File: src/rtl/router_pkg.sv
// Shared router types and constants used by the synthetic traffic generator.
// Latency: n/a (types, constants and pure functions only).
// Backpressure: n/a.
package router_pkg;

    localparam int FLIT_SIZE       = 32;
    localparam int MAX_PKT_LEN_DEF = 8;

    // Flit type lives in the two top bits of every flit.
    localparam int FLIT_TYPE_W = 2;

    // Head flit layout, low to high: dest, src, length; scaled by DEST_W at use.
    localparam int HEAD_DEST_SLOT = 0;
    localparam int HEAD_SRC_SLOT  = 1;
    localparam int HEAD_LEN_SLOT  = 2;

    // Body/tail flits carry a 16-bit sequence number in the low payload bits.
    localparam int BODY_SEQ_W = 16;

    typedef enum logic [1:0] {
        BODY     = 2'b00,
        TAIL     = 2'b01,
        HEAD     = 2'b10,
        HEADTAIL = 2'b11
    } flit_type_t;

    typedef enum logic [1:0] {
        TG_FIXED   = 2'd0,
        TG_UNIFORM = 2'd1,
        TG_BITCOMP = 2'd2
    } tg_mode_t;

    typedef enum logic [1:0] {
        ST_IDLE,
        ST_GAP,
        ST_SEND,
        ST_DONE
    } tg_state_t;

    // 16-bit Fibonacci LFSR step, polynomial x^16 + x^14 + x^13 + x^11 + 1.
    function automatic logic [15:0] lfsr_step(input logic [15:0] v);
        return {v[0] ^ v[2] ^ v[3] ^ v[5], v[15:1]};
    endfunction

endpackage

File: src/rtl/tg_lfsr16.sv
// Destination LFSR for the traffic generator; ports: clk, reset, i_advance, o_value.
// Latency: o_value updates on the edge where i_advance is sampled high.
// Backpressure: none; holds its value while i_advance is low.
module tg_lfsr16
    import router_pkg::*;
#(
    parameter logic [15:0] SEED = 16'hACE1
) (
    input  logic        clk,
    input  logic        reset,
    input  logic        i_advance,
    output logic [15:0] o_value
);

    always_ff @(posedge clk) begin
        if (reset) begin
            o_value <= SEED;
        end else if (i_advance) begin
            o_value <= lfsr_step(o_value);
        end
    end

endmodule

File: src/rtl/traffic_gen_param.sv
// Synthetic NoC traffic generator: head/body/tail packets, selectable dest pattern, gap, budget, counters.
// Latency: head valid one cycle after i_start is sampled high; back-to-back heads with zero gap.
// Backpressure: o_valid/o_flit held stable while i_ready is low; counters advance only on handshakes.
module traffic_gen_param
    import router_pkg::*;
#(
    parameter int          FLIT_W      = FLIT_SIZE,
    parameter int          NUM_NODES   = 16,
    parameter int          SRC_ID      = 0,
    parameter int          MAX_PKT_LEN = MAX_PKT_LEN_DEF,
    parameter int          GAP_W       = 8,
    parameter int          CNT_W       = 16,
    parameter logic [15:0] LFSR_SEED   = 16'hACE1,
    localparam int         DEST_W      = $clog2(NUM_NODES),
    localparam int         LEN_W       = $clog2(MAX_PKT_LEN + 1)
) (
    input  logic              clk,
    input  logic              reset,
    input  logic              i_start,
    input  logic [1:0]        i_mode,
    input  logic [DEST_W-1:0] i_fixed_dest,
    input  logic [LEN_W-1:0]  i_pkt_len,
    input  logic [GAP_W-1:0]  i_gap,
    input  logic [CNT_W-1:0]  i_num_pkts,
    output logic [FLIT_W-1:0] o_flit,
    output logic              o_valid,
    input  logic              i_ready,
    output logic              o_busy,
    output logic              o_done,
    output logic [CNT_W-1:0]  o_pkt_count,
    output logic [CNT_W-1:0]  o_flit_count
);

    localparam logic [DEST_W-1:0] SRC   = DEST_W'(SRC_ID);
    localparam int                PKT_W = FLIT_W - FLIT_TYPE_W - BODY_SEQ_W;

    tg_state_t         state;
    logic [1:0]        cfg_mode;
    logic [DEST_W-1:0] cfg_fixed;
    logic [LEN_W-1:0]  cfg_len;
    logic [GAP_W-1:0]  cfg_gap;
    logic [CNT_W-1:0]  cfg_budget;
    logic [LEN_W-1:0]  idx;
    logic [GAP_W-1:0]  gap_cnt;
    logic [CNT_W-1:0]  run_cnt;
    logic [15:0]       lfsr_val;
    logic [LEN_W-1:0]  eff_len;
    logic              lfsr_adv;
    logic [DEST_W-1:0] head_rnd;
    logic              is_tail;
    logic              budget_hit;

    function automatic logic [DEST_W-1:0] pick_dest(input logic [1:0]        mode,
                                                    input logic [DEST_W-1:0] fixed,
                                                    input logic [DEST_W-1:0] rnd);
        logic [DEST_W-1:0] d;
        case (mode)
            TG_UNIFORM: d = (rnd == SRC) ? rnd + DEST_W'(1) : rnd;  // wraps mod NUM_NODES
            TG_BITCOMP: d = ~SRC;
            default:    d = fixed;
        endcase
        return d;
    endfunction

    function automatic logic [FLIT_W-1:0] head_flit(input logic [DEST_W-1:0] dest,
                                                    input logic [LEN_W-1:0]  len);
        logic [FLIT_W-1:0] f;
        f = '0;
        f[FLIT_W-1 -: FLIT_TYPE_W]         = (len == LEN_W'(1)) ? HEADTAIL : HEAD;
        f[HEAD_DEST_SLOT*DEST_W +: DEST_W] = dest;
        f[HEAD_SRC_SLOT*DEST_W +: DEST_W]  = SRC;
        f[HEAD_LEN_SLOT*DEST_W +: LEN_W]   = len;
        return f;
    endfunction

    function automatic logic [FLIT_W-1:0] body_flit(input logic             last,
                                                    input logic [CNT_W-1:0] seq,
                                                    input logic [CNT_W-1:0] pkt);
        logic [FLIT_W-1:0] f;
        f = '0;
        f[FLIT_W-1 -: FLIT_TYPE_W]        = last ? TAIL : BODY;
        f[BODY_SEQ_W-1:0]                 = BODY_SEQ_W'(seq);
        f[BODY_SEQ_W +: PKT_W]            = PKT_W'(pkt);
        return f;
    endfunction

    always_comb begin
        eff_len = i_pkt_len;
        if (i_pkt_len == '0) begin
            eff_len = LEN_W'(1);
        end else if (i_pkt_len > LEN_W'(MAX_PKT_LEN)) begin
            eff_len = LEN_W'(MAX_PKT_LEN);
        end
    end

    assign lfsr_adv   = (state == ST_SEND) && i_ready && (idx == '0);
    assign is_tail    = (idx == cfg_len - LEN_W'(1));
    assign budget_hit = (cfg_budget != '0) && (run_cnt + CNT_W'(1) == cfg_budget);
    // A single-flit packet advances the LFSR on the same edge that builds the
    // next head, so the next head must see the post-advance value.
    assign head_rnd   = DEST_W'(lfsr_adv ? lfsr_step(lfsr_val) : lfsr_val);

    tg_lfsr16 #(
        .SEED(LFSR_SEED)
    ) u_lfsr (
        .clk      (clk),
        .reset    (reset),
        .i_advance(lfsr_adv),
        .o_value  (lfsr_val)
    );

    always_ff @(posedge clk) begin
        if (reset) begin
            state        <= ST_IDLE;
            o_flit       <= '0;
            o_valid      <= 1'b0;
            o_busy       <= 1'b0;
            o_done       <= 1'b0;
            o_pkt_count  <= '0;
            o_flit_count <= '0;
            cfg_mode     <= 2'd0;
            cfg_fixed    <= '0;
            cfg_len      <= LEN_W'(1);
            cfg_gap      <= '0;
            cfg_budget   <= '0;
            idx          <= '0;
            gap_cnt      <= '0;
            run_cnt      <= '0;
        end else begin
            unique case (state)
                ST_IDLE: begin
                    if (i_start) begin
                        cfg_mode   <= i_mode;
                        cfg_fixed  <= i_fixed_dest;
                        cfg_len    <= eff_len;
                        cfg_gap    <= i_gap;
                        cfg_budget <= i_num_pkts;
                        run_cnt    <= '0;
                        idx        <= '0;
                        o_flit     <= head_flit(pick_dest(i_mode, i_fixed_dest, head_rnd), eff_len);
                        o_valid    <= 1'b1;
                        o_busy     <= 1'b1;
                        state      <= ST_SEND;
                    end
                end
                ST_SEND: begin
                    if (i_ready) begin
                        o_flit_count <= o_flit_count + CNT_W'(1);
                        if (is_tail) begin
                            o_pkt_count <= o_pkt_count + CNT_W'(1);
                            run_cnt     <= run_cnt + CNT_W'(1);
                            idx         <= '0;
                            if (budget_hit) begin
                                o_valid <= 1'b0;
                                o_busy  <= 1'b0;
                                o_done  <= 1'b1;
                                state   <= ST_DONE;
                            end else if (!i_start) begin
                                o_valid <= 1'b0;
                                o_busy  <= 1'b0;
                                state   <= ST_IDLE;
                            end else if (cfg_gap != '0) begin
                                o_valid <= 1'b0;
                                o_busy  <= 1'b0;
                                gap_cnt <= cfg_gap;
                                state   <= ST_GAP;
                            end else begin
                                o_flit <= head_flit(pick_dest(cfg_mode, cfg_fixed, head_rnd), cfg_len);
                            end
                        end else begin
                            idx    <= idx + LEN_W'(1);
                            // Sequence number is the flit count after this handshake.
                            o_flit <= body_flit(idx + LEN_W'(1) == cfg_len - LEN_W'(1),
                                                o_flit_count + CNT_W'(1), o_pkt_count);
                        end
                    end
                end
                ST_GAP: begin
                    if (gap_cnt == GAP_W'(1)) begin
                        o_flit  <= head_flit(pick_dest(cfg_mode, cfg_fixed, head_rnd), cfg_len);
                        o_valid <= 1'b1;
                        o_busy  <= 1'b1;
                        state   <= ST_SEND;
                    end else begin
                        gap_cnt <= gap_cnt - GAP_W'(1);
                    end
                end
                ST_DONE: begin
                    if (!i_start) begin
                        o_done <= 1'b0;
                        state  <= ST_IDLE;
                    end
                end
                default: state <= ST_IDLE;
            endcase
        end
    end

endmodule

File: config.mk
export PLATFORM = sky130hd
export DESIGN_NAME = traffic_gen_param
export DESIGN_NICKNAME = d
export VERILOG_FILES = /design/src/rtl/router_pkg.sv /design/src/rtl/tg_lfsr16.sv /design/src/rtl/traffic_gen_param.sv
export SDC_FILE = /design/constraint.sdc
export NUM_CORES = 1
export LEC_CHECK = 0
export BUFFER_PORTS_ARGS = -buffer_cell sky130_fd_sc_hd__buf_4
export CORE_ASPECT_RATIO = 1.25
export CORE_MARGIN = 1
export CORE_UTILIZATION = 50
export CTS_CLUSTER_DIAMETER = 40
export DETAILED_ROUTE_END_ITERATION = 16
export GPL_TIMING_DRIVEN = 0
export PLACE_DENSITY = 0.83
export RECOVER_POWER = 50
export SYNTH_ARGS = -nofsm -noshare
export SYNTH_HDL_FRONTEND = slang
export SYNTH_SLANG_ARGS = --single-unit
File: constraint.sdc
create_clock -name clk -period 2.7 [get_ports clk]
set_input_delay 0.27 -clock clk [delete_from_list [all_inputs] [get_ports clk]]
set_output_delay 0.27 -clock clk [all_outputs]
set_load 0.005 [all_outputs]
==> results.toml <==
[worst_setup_path]
path_cells = "ha_4 > nand3_4 > buf_4 > o211a_1 > nor4_4 > nor4_2 > nand4b_1 > o2111ai_4 > buf_6 > a2111oi_0 > a31o_2"
r2r_cells = 11
cp_data_arrival_time_ns = 3.22
ff2ff_setup_slack_ns = -0.15
endpoint_kind = "flip-flop"
cp_slowest_cell = "a2111oi_0"
crit_type = "flip-flop to flip-flop"
r2r-end = "o_flit[7]"
r2r_start = "run_cnt[0]"
slowest_delay_ns = 0.50
crit_fanout = 6
start_kind = "flip-flop"
cp_data_required_time_ns = 3.07

[routing]
drt_iter0_markers = 493
totalWireLength_um = 23300
viasPerCell = 6.00
drt_pass1_iterations = 6
drtAntennaViolNets = 0
route.vias.total = 7813
route.detailed.drc = 0
wl_per_cell_um = 17.9

[sta]
worst_pin_slew_ns = 0.786
fin_ws_ns = -0.146
period_needed_ns = 2.85
setup_tns_ns = -1.72
finalSetupViolations = 32
clock_skew_ns = 0.00766
hold_violations = 0
max_freq_mhz = 351
slew_viol_final = 0
rsz0062_at_grt = "true"
timing.slew.headroom_pct = 47.6
holdWs_ns = 0.0843
fin_crit_sh_pct = 105

[finish]
syn_to_final_growth_pct = 28.9
fin_cells = 1303
fill_cells = 1167
regArea_um2 = 2940
multi_input_area_um2 = 4740
layout-drive-gt1-share_pct = 22.7
diodes = 0
postLayoutCoreUtil_pct = 66.0
fin_area_um2 = 9900
nNetsFinal = 1163

[yosys]
yosys.area_share.xor_xnor_pct = 8.11
synth_seq_cells = 146
synth_fa_ha_area_share_pct = 2.77
yosysSeqAreaShare_pct = 38.1
synth.most_common_cell = "nand2_1"
netlist_area_um2 = 7680
syn_area_per_cell_um2 = 8.03
synth_top_family_by_area = "simple AND/OR/NAND/NOR gates"
yosysTopAreaCell = "dfxtp_1"
synth_nets = 1012
synth_area_leaders = "dfxtp_1 38%, nand2_1 9.0%, a21oi_1 5.9%, xnor2_1 3.8%, xor2_1 3.8%"
synth_edf_count = 0
synthCells = 957
synth_common_cells = "184 x nand2_1, 146 x dfxtp_1, 90 x a21oi_1"
synth_compound_area_share_pct = 20.0
synthFlopType = "dfxtp_1"
synth_warnings = 0
async_flop_share_pct = 0
synth_top_area_share_pct = 38.1
synthMuxAreaShare_pct = 0.684
synth-simple-area-share_pct = 25.4
synth.distinct_cells = 83

[floorplanning]
die_h_um = 141
rows = 50
die_area_um2 = 15900
core_um2 = 15000
die_w_um = 113
io_pins = 105
start_util_pct = 51.2

[worst_hold_path]
holdPathEnd = "cfg_gap[4]"
hold_class = "primary input to flip-flop"
hold_start = "i_gap[4]"
hold_path_depth = 3

[global_routing]
grt_pass1_wl_um = 35600
grt_max_degree = 17
use_met1_pct = 31.3
grt.busiest_layer = "met2"
antenna_found_initial = 0
grt_pass1_vias = 7407
grt.overflow.total = 0
met3_usage_pct = 7.44
grtUsageMet2_pct = 48.5
grt.total_usage_pct = 28.2

[clock_tree]
clk_pin_slew_ns = 0.07
cts_tree = "built"
cts_buffers = 17
htreeDepth = 4
clock_sinks = 146
cts_buffer_depth = 2
clock_latency_ns = 0.43
clockRootBuffer = "clkbuf_16"

[placed_design]
gp_congestion = 0.901
dp_hpwl_um = 15500
post-place-ws_ns = -0.549
portBuffers = 102
post-place-cells = 1241
dpl_cell_area_um2 = 8670

[status]
violations = "negative setup slack"
status = "finished, violations left"

[job]
drv_cap = 0

[power_and_ir_drop]
p_leak_nw = 3.95
total_power_mw = 8.34
ir_drop_v = 0.000442
power_density_nw_per_um2 = 842
-- routing by layer --
| metal | vias up | part of all wire (%) |
|---|---|---|
| li1 | 3680 | - |
| met1 | 3657 | 38 |
| met2 | 378 | 49 |
| met3 | 98 | 7.6 |
| met4 | 0 | 5.2 |
| met5 | - | 0 |
-- critical path: cells and delay by family (launching register included) --
| kind | cells | cell delay, ns |
|---|---|---|
| buffers and inverters | 2 | 0.38 |
| and+or+nand+nor | 4 | 0.77 |
| adders and majority gates | 1 | 0.17 |
| DFF | 1 | 0.37 |
| AOI/OAI and AO/OA | 4 | 1.10 |
-- state kept, by name, indices dropped and copies added (netlist names) --
register,count
o_flit_count,16
o_pkt_count,16
u_lfsr.o_value,16
cfg_budget,16
cfg_fixed,4
gap_cnt,8
idx,4
state,2
cfg_mode,2
o_busy,1
cfg_gap,8
cfg_len,4
o_done,1
o_flit,32
run_cnt,16
-- cell families (layout without fill, tap and decap cells) --
logic type	Yosys count	count (layout)
flops	146	146
compound gates	236	236
buf+inv	88	252
fa+ha+maj	17	17
simple gates	397	397
xor+xnor	68	68
mux	5	5
-- power by group --
part | internal [mW] | switching [mW]
clock | 1.39 | 1.04
sequential | 2.41 | 0.232
combinational | 1.24 | 2.03
total | 5.04 | 3.30
-- cell usage in the layout, fill, tap and decap left out, types with 6 or more instances in the layout --
master     netlist  layout
nand2_1        184     181
o21ai_0         42      41
nand2b_1         7       6
a41o_1          12      12
nor4_1          12       7
a31o_2           6       6
nor3_1          10       9
ha_1            17      15
buf_2            9       6
nor2b_1          6       6
nand3b_1         9       9
or3_1           11      10
buf_6            3       9
xor2_1          33      32
a31o_1           6       6
nand3_1         37      35
a21oi_2          1       6
nor2_1          62      59
a21oi_1         90      83
nand4_1         14      14
inv_6            0       7
xnor2_1         33      32
o211ai_1         6       6
a22o_1           6       6
dfxtp_1        146     139
clkbuf_1        35      39
inv_1           28      28
and2_1           7       6
clkbuf_16        0      17
clkbuf_4         0      60
buf_4            5      68
a31oi_1         12      12
-- area by class of cell --
cell class                      count  share of cell area, %
Multi-Input combinational cell    723                   47.9
Sequential cell                   146                   29.7
Timing Repair Buffer              134                   9.84
Clock buffer                       17                   4.30
Buffer                             56                   3.12
Tap cell                          182                   2.30
Clock inverter                     15                   1.73
Inverter                           30                   1.14
-- worst max-delay path by stage --
stage	start	to	slack, ns	depth (start not counted)
finish	run_cnt[0]	o_flit[7]	-0.15	11
detailed placement	run_cnt[0]	o_flit[3]	-0.55	10
global route	run_cnt[1]	o_flit[7]	-0.26	10
floorplan	run_cnt[0]	gap_cnt[1]	0.12	10
CTS	run_cnt[7]	o_flit[29]	-0.01	11
global placement	run_cnt[0]	o_flit[3]	-0.50	10
-- repair_timing --
| action | in CTS | in global routing |
|---|---|---|
| endpoints found under the setup margin | 62 | 66 |
| gates resized for setup | 43 | 62 |
| pin swaps | 15 | 28 |
| cloned | 1 | 2 |
| buffers inserted | 14 | 15 |
| hold buffers | 0 | 0 |
No activity file was read; power rests on OpenSTA's default activity.
